`src/rtl/reg_bank32_if.sv`:
```
// reg_bank32_if: write-side bus for reg_bank32
//   wr_ena    write request
//   wr_addr   target register index
//   wr_data   value to write
//   clr_dirty clear all dirty flags
interface reg_bank32_if #(parameter int N = 32);
  logic         wr_ena;
  logic [4:0]   wr_addr;
  logic [N-1:0] wr_data;
  logic         clr_dirty;
  modport master (output wr_ena, wr_addr, wr_data, clr_dirty);
  modport slave  (input  wr_ena, wr_addr, wr_data, clr_dirty);
endinterface

```
`src/rtl/reg_bank32.sv`:
```
// reg_bank32: 32 x N register bank with dirty tracking, write counter and last-address capture
//   clk, rst_n      clock, asynchronous active-low reset
//   bus             write bus (wr_ena, wr_addr, wr_data, clr_dirty)
//   q00..q31        register contents
//   dirty           per-register written-since-clear flags
//   wr_count        accepted-write count, wraps at 256
//   last_addr       index of most recent accepted write
module reg_bank32 #(
  parameter int N        = 32,
  parameter int ZERO_REG = 1
) (
  input  logic           clk,
  input  logic           rst_n,
  reg_bank32_if.slave    bus,
  output logic [N-1:0]   q00, q01, q02, q03, q04, q05, q06, q07,
  output logic [N-1:0]   q08, q09, q10, q11, q12, q13, q14, q15,
  output logic [N-1:0]   q16, q17, q18, q19, q20, q21, q22, q23,
  output logic [N-1:0]   q24, q25, q26, q27, q28, q29, q30, q31,
  output logic [31:0]    dirty,
  output logic [7:0]     wr_count,
  output logic [4:0]     last_addr
);
  logic [31:0][N-1:0] regs;
  logic               acc;
  logic [31:0]        sel;
  // a write to the hardwired zero register is dropped entirely, including bookkeeping
  assign acc = bus.wr_ena && !(ZERO_REG != 0 && bus.wr_addr == 5'd0);
  assign sel = acc ? 32'd1 << bus.wr_addr : 32'd0;
  always_ff @(posedge clk or negedge rst_n)
    if (!rst_n) begin
      regs      <= '0;
      dirty     <= '0;
      wr_count  <= '0;
      last_addr <= '0;
    end else begin
      for (int k = 0; k < 32; k++)
        if (sel[k]) regs[k] <= bus.wr_data;
      // the write's own dirty bit survives a simultaneous clear
      dirty    <= (bus.clr_dirty ? 32'd0 : dirty) | sel;
      wr_count <= wr_count + {7'd0, acc};
      if (acc) last_addr <= bus.wr_addr;
    end
  assign q00 = ZERO_REG != 0 ? '0 : regs[0];
  assign {q31, q30, q29, q28, q27, q26, q25, q24, q23, q22, q21, q20, q19, q18, q17, q16,
          q15, q14, q13, q12, q11, q10, q09, q08, q07, q06, q05, q04, q03, q02, q01} = regs[31:1];
endmodule

```
`src/flat_wrapper.sv`:
```
// flat-port wrapper written by rule: the top's interface ports become plain ports
module reg_bank32_flat 
#(
  parameter int N        = 32,
  parameter int ZERO_REG = 1
)
  (clk, rst_n, q00, q01, q02, q03, q04, q05, q06, q07, q08, q09, q10, q11, q12, q13, q14, q15, q16, q17, q18, q19, q20, q21, q22, q23, q24, q25, q26, q27, q28, q29, q30, q31, dirty, wr_count, last_addr, bus_wr_ena, bus_wr_addr, bus_wr_data, bus_clr_dirty);
  reg_bank32_if #(.N(N)) bus_i ();
  input  logic clk;
  input  logic rst_n;
  output logic [N-1:0] q00;
  output logic [N-1:0] q01;
  output logic [N-1:0] q02;
  output logic [N-1:0] q03;
  output logic [N-1:0] q04;
  output logic [N-1:0] q05;
  output logic [N-1:0] q06;
  output logic [N-1:0] q07;
  output logic [N-1:0] q08;
  output logic [N-1:0] q09;
  output logic [N-1:0] q10;
  output logic [N-1:0] q11;
  output logic [N-1:0] q12;
  output logic [N-1:0] q13;
  output logic [N-1:0] q14;
  output logic [N-1:0] q15;
  output logic [N-1:0] q16;
  output logic [N-1:0] q17;
  output logic [N-1:0] q18;
  output logic [N-1:0] q19;
  output logic [N-1:0] q20;
  output logic [N-1:0] q21;
  output logic [N-1:0] q22;
  output logic [N-1:0] q23;
  output logic [N-1:0] q24;
  output logic [N-1:0] q25;
  output logic [N-1:0] q26;
  output logic [N-1:0] q27;
  output logic [N-1:0] q28;
  output logic [N-1:0] q29;
  output logic [N-1:0] q30;
  output logic [N-1:0] q31;
  output logic [31:0] dirty;
  output logic [7:0] wr_count;
  output logic [4:0] last_addr;
  input wire logic [$bits(bus_i.wr_ena)-1:0] bus_wr_ena;
  input wire logic [$bits(bus_i.wr_addr)-1:0] bus_wr_addr;
  input wire logic [$bits(bus_i.wr_data)-1:0] bus_wr_data;
  input wire logic [$bits(bus_i.clr_dirty)-1:0] bus_clr_dirty;
  assign bus_i.wr_ena = bus_wr_ena;
  assign bus_i.wr_addr = bus_wr_addr;
  assign bus_i.wr_data = bus_wr_data;
  assign bus_i.clr_dirty = bus_clr_dirty;
  reg_bank32 #(.N(N), .ZERO_REG(ZERO_REG)) u_core (.clk(clk), .rst_n(rst_n), .bus(bus_i), .q00(q00), .q01(q01), .q02(q02), .q03(q03), .q04(q04), .q05(q05), .q06(q06), .q07(q07), .q08(q08), .q09(q09), .q10(q10), .q11(q11), .q12(q12), .q13(q13), .q14(q14), .q15(q15), .q16(q16), .q17(q17), .q18(q18), .q19(q19), .q20(q20), .q21(q21), .q22(q22), .q23(q23), .q24(q24), .q25(q25), .q26(q26), .q27(q27), .q28(q28), .q29(q29), .q30(q30), .q31(q31), .dirty(dirty), .wr_count(wr_count), .last_addr(last_addr));
endmodule
```
`config.mk`:
```
export PLATFORM = sky130hd
export DESIGN_NAME = reg_bank32_flat
export DESIGN_NICKNAME = d
export VERILOG_FILES = /design/src/rtl/reg_bank32_if.sv /design/src/rtl/reg_bank32.sv /design/src/flat_wrapper.sv
export SDC_FILE = /design/constraint.sdc
export NUM_CORES = 1
export LEC_CHECK = 0
export BUFFER_PORTS_ARGS = -buffer_cell sky130_fd_sc_hd__buf_2
export CAP_MARGIN = 20
export CORE_AREA = 5 5 424 426
export DETAILED_ROUTE_END_ITERATION = 10
export DIE_AREA = 0 0 429 431
export GPL_TIMING_DRIVEN = 0
export HOLD_SLACK_MARGIN = 0.05
export PLACE_DENSITY_LB_ADDON = 0.2
export SYNTH_ARGS = -nofsm -noshare
export SYNTH_HDL_FRONTEND = slang
export SYNTH_SLANG_ARGS = --single-unit
```
`constraint.sdc`:
```
create_clock -name clk -period 1.6 [get_ports clk]
set_clock_uncertainty 0.2 [all_clocks]
set_input_delay 0.32 -clock clk [delete_from_list [all_inputs] [get_ports clk]]
set_output_delay 0.32 -clock clk [all_outputs]
set_load 0.05 [all_outputs]
```
After elaboration in Yosys (flattened, before gate mapping)
Index checks and enable logic that the tools add are counted.
{ "totals": {"ff_bits": 1037, "wordCells": 42, "in_bits": 41} }
{ "op_classes": {"bitwise_logic": 1, "mux": 2, "reduce_logical": 3, "addsub": 1, "n_shift": 1} }
{ "ops": {"columns": ["op", "n"], "rows": [
  ["two-way mux 32 bit", 2],
  ["bitwise OR 32 bit", 1],
  ["<< shifter 1 x 5 -> 32 bit (first input constant)", 1],
  ["adder 8 x 1 -> 8 bit", 1],
  ["zero test 5 bit", 1],
  ["logical AND 1 bit", 1],
  ["zero test 1 bit", 1]
]} }

Logic depth before layout (Yosys ltp)
{ "logic_depth": {"depth_word": 5, "mapped_depth": 8, "depth_no_buf": 7} }

Worst setup path before layout
No wires, ideal clock.
{ "synth_timing": {"path_kind": "input-to-reg", "start": "input port bus_wr_addr[2]", "end": "register u_core.wr_count[6]", "t_arrival_ps": 1764, "path_slack_ps": -508, "stages": 8, "path_cell_list": "clkbuf_8 > or3_1 > o31a_1 > ha_1 > ha_1 > nand3_1 > nor2_1 > xor2_1"} }
{ "synth_via": {"elab_chain_len": 4} }
{ "synth_lines": {"columns": ["element", "line_no", "rtl"], "rows": [
  ["start: declaration", "flat_wrapper.sv:47", "input wire logic [$bits(bus_i.wr_addr)-1:0] bus_wr_addr;"],
  ["zero test 5 bit", "reg_bank32.sv:27", "assign acc = bus.wr_ena && !(ZERO_REG != 0 && bus.wr_addr == 5'd0);"],
  ["zero test 1 bit", "reg_bank32.sv:27", null],
  ["logical AND 1 bit", "reg_bank32.sv:27", null],
  ["via u_core.acc", "reg_bank32.sv:24", "logic acc;"],
  ["adder 8 x 1 -> 8 bit", "reg_bank32.sv:40", "wr_count <= wr_count + {7'd0, acc};"],
  ["end signal: assignment", "reg_bank32.sv:40", null],
  ["end: declaration", "reg_bank32.sv:20", "output logic [7:0] wr_count,"]
]} }
The timed path passes the listed nets, and every way through them passes these cells.
A chain may end at the register's enable or synchronous reset.

Final worst setup path
{ "layout_timing": {"start": "register u_core.last_addr[1]", "end": "output port last_addr[1]"} }
{ "layout_rtl": {"columns": ["element", "line_no", "rtl"], "rows": [
  ["start: declaration", "reg_bank32.sv:21", "output logic [4:0] last_addr"],
  ["start signal: assignment", "reg_bank32.sv:41", "if (acc) last_addr <= bus.wr_addr;"],
  ["end: declaration", "flat_wrapper.sv:45", "output logic [4:0] last_addr;"]
]} }
No word-level cell between the ends.

==> flow_summary.toml <==
[final_layout]
area_delta_synth_final_pct = 67.3
fin_util = 0.377
finalInstanceArea_mm2 = 0.0661
nNetsFinal = 4239
final_layout_size_suffix_gt1_frac = 0.690
fillers = 16800

[cts]
h-tree-depth = 3
cts_max_path_buffers = 3
clk_pin_slew_worst_paths_ns = 0.06
cts_num_sinks = 1037
cts_inserted_buffers = 120
clkLatencyLatePin_ns = 0.74
cts_root_buf = "clkbuf_16"
tritoncts = "yes"

[global_routing]
grt_max_degree = 118
grt_overflow_total = 0
track_usage = 0.182
grt_first_pass_wirelength_mm = 239
grt_pass1_vias = 28500
antenna_found_initial = 16

[synthesis]
synth-main-ff-cell = "dfrtp_1"
synth_fa_ha_area_frac = 0.000633
synth_xor_area_frac = 0.00133
synth_top_family_by_area = "multiplexers"
ys_seq_elements = 1037
ys_async_sr_fraction = 1.00
synth_edf_count = 0
synth.distinct_cells = 38
synth.top_cell.area_share = 0.657
seq_area_frac_synth = 0.657
synth_cells = 2391
netlist_area_mm2 = 0.0395
synth_area_leaders = "dfrtp_1 (66%), mux2_2 (28%), buf_6 (1.4%)"
yosys.area.top_type = "dfrtp_1"
synth_mux_area_frac = 0.283
synth_compound_area_frac = 0.00700
syn_avg_cell_area_um2 = 16.5
yosys.area_share.simple = 0.0125
yosys_warnings = 0

[worst_setup_path]
cp_top_family = "flip-flops"
path_cells = "buf_6"
cp_num_cells = 1
slowest_delay_ns = 0.46
crit_arrival_ns = 1.39
crit_buf_inv = 1
r2r_slack_ns = 0.04
critPathSlowestCell = "dfrtp_2"
cp_max_fo = 2
crit_path_end_kind = "primary output"
cp.required_ns = 1.08
ff2ff_path_depth = 3
cp-start-kind = "flip-flop"
worstSetupPathType = "flip-flop to primary output"

[status]
violations = "hold timing, setup timing"
status = "finished, violations left"

[floorplan]
rows = 154
die_y_um = 431
die_w_um = 429
fp.coreArea_mm2 = 0.175
initial_core_util = 0.225
dieArea_mm2 = 0.185
io_pins = 1110

[route]
drc_errors = 0
wl_mm = 176
drt_iter0_drc = 1138
wl_per_cell_um = 26.4
ant_nets = 0
dr_total_vias = 27300
first_pass_iters = 5
vias_per_cell = 4.11

[power_and_ir_drop]
vdd_drop_max_mv = 0.823
power_w = 0.108
power_leakage_nw = 32.9
power_density_mw_per_mm2 = 1630

[placed_design]
io_buffers = 1076
placed_area_mm2 = 0.0508
place.gp.congestion = 0.778
dp_slack_ns = -1.89
hpwl_mm = 125

[timing]
worstMarginPinSlew_ns = 1.19
rsz0062_at_grt = "yes"
fin_crit_sh = 1.19
slew_headroom = 0.204
fin_crit_ns = 1.91
tns_ns = -221.51
finalSetupViolCount = 1069
max_freq_mhz = 525
fin_ws_ns = -0.306
whs_ns = -0.742
hold_violations = 379
slew_violations = 0

[flow_run]
drv_cap = 0

[hold_path]
hold_class = "input pin to asynchronous set/reset pin"
==> path summary, 6_finish.rpt <==
check,start,end
hold / removal,rst_n,u_core.q04[11]
max in group asynchronous,rst_n,u_core.q23[21]
setup / recovery,u_core.last_addr[1],last_addr[1]
min in group clk,bus_wr_ena,u_core.q26[31]
hold reg to reg,u_core.dirty[12],u_core.dirty[12]
setup reg to reg,u_core.last_addr[3],u_core.last_addr[3]
==> routing by layer <==
metal / track usage / routed length [um]
met1: 0.203 / 66100
met5: 0 / 0
met2: 0.341 / 95200
met3: 0.0447 / 9550
met4: 0.0524 / 4700
==> layout by cell type, fill, tap and decap left out, drive strengths merged, types with 16 or more instances in the layout <==
master and instances:
clkbuf 288, inv 19, dfrtp 1037, clkinv 22
o21ai 19, mux2 992, a21o 16, nand2 19
conb 32, buf 1734, dlygate4sd3 44
==> power by group <==
part / internal, W / leakage, nW / switching [W] / total (W)
sequential: 0.0313 / 13.3 / 0.00371 / 0.0350
combinational: 0.0177 / 17.6 / 0.0263 / 0.0440
clock: 0.0169 / 2.02 / 0.0116 / 0.0285
total: 0.0659 / 32.9 / 0.0416 / 0.108
==> synth_stat cells (2+ instances only) <==
cell type / number
clkbuf_1: 103
nor2_1: 3
xor2_1: 4
buf_2: 44
or3_1: 2
nand2_4: 4
a21o_1: 16
a22o_1: 5
mux2_2: 970
xnor2_1: 2
nor2b_1: 3
o21ai_0: 19
nand4b_4: 3
buf_4: 38
nand2_1: 4
and4bb_2: 2
mux2_1: 22
inv_1: 16
dfrtp_1: 1037
nor2_2: 12
ha_1: 2
buf_6: 50
nand2_2: 11
nand2b_1: 2
nor3_4: 3
nand3_1: 2
==> timing repair <==
action / in CTS / in global routing
endpoints found under the setup margin: 1675 / 1325
pin swaps: 10 / 6
hold buffers: 45 / 1
resized for setup: 2085 / 8
hold endpoints to repair: 480 / 356
buffers inserted: 328 / 178
gates cloned: 7 / 2
==> area by class of cell <==
type                       count  area (um2)  share of cell area
clock buffer                 182        3660              0.0554
inverter                      16        60.1            0.000908
multi-input combinational   1131       14300               0.216
clock inverter                37         422             0.00638
antenna                        6        15.0            0.000227
buffer                       237        1850              0.0280
timing repair buffer        1653       16900               0.256
sequential                  1037       26000               0.393
tap                         2340        2930              0.0443
==> logic make-up (layout without fill, tap and decap cells) <==
group | after synthesis | count (layout)
flip-flops | 1037 | 1037
multiplexers | 992 | 992
buffers and inverters | 254 | 2125
AND/OR/NAND/NOR | 57 | 57
AO/OA/AOI/OAI | 42 | 42
XOR/XNOR | 6 | 6
adder cells (fa/ha/maj) | 2 | 2
other | 1 | 38
==> stage by stage <==
step | cells | hold WS (ns)
after floorplan | 2422 | -0.176
after global placement | 5838 | 0.257
after detailed placement | 5856 | 0.0562
after CTS | 6455 | -0.798
after global routing | 6636 | -0.770
final | 6639 | -0.742
Note: power is estimated with default switching activity, not from simulation.
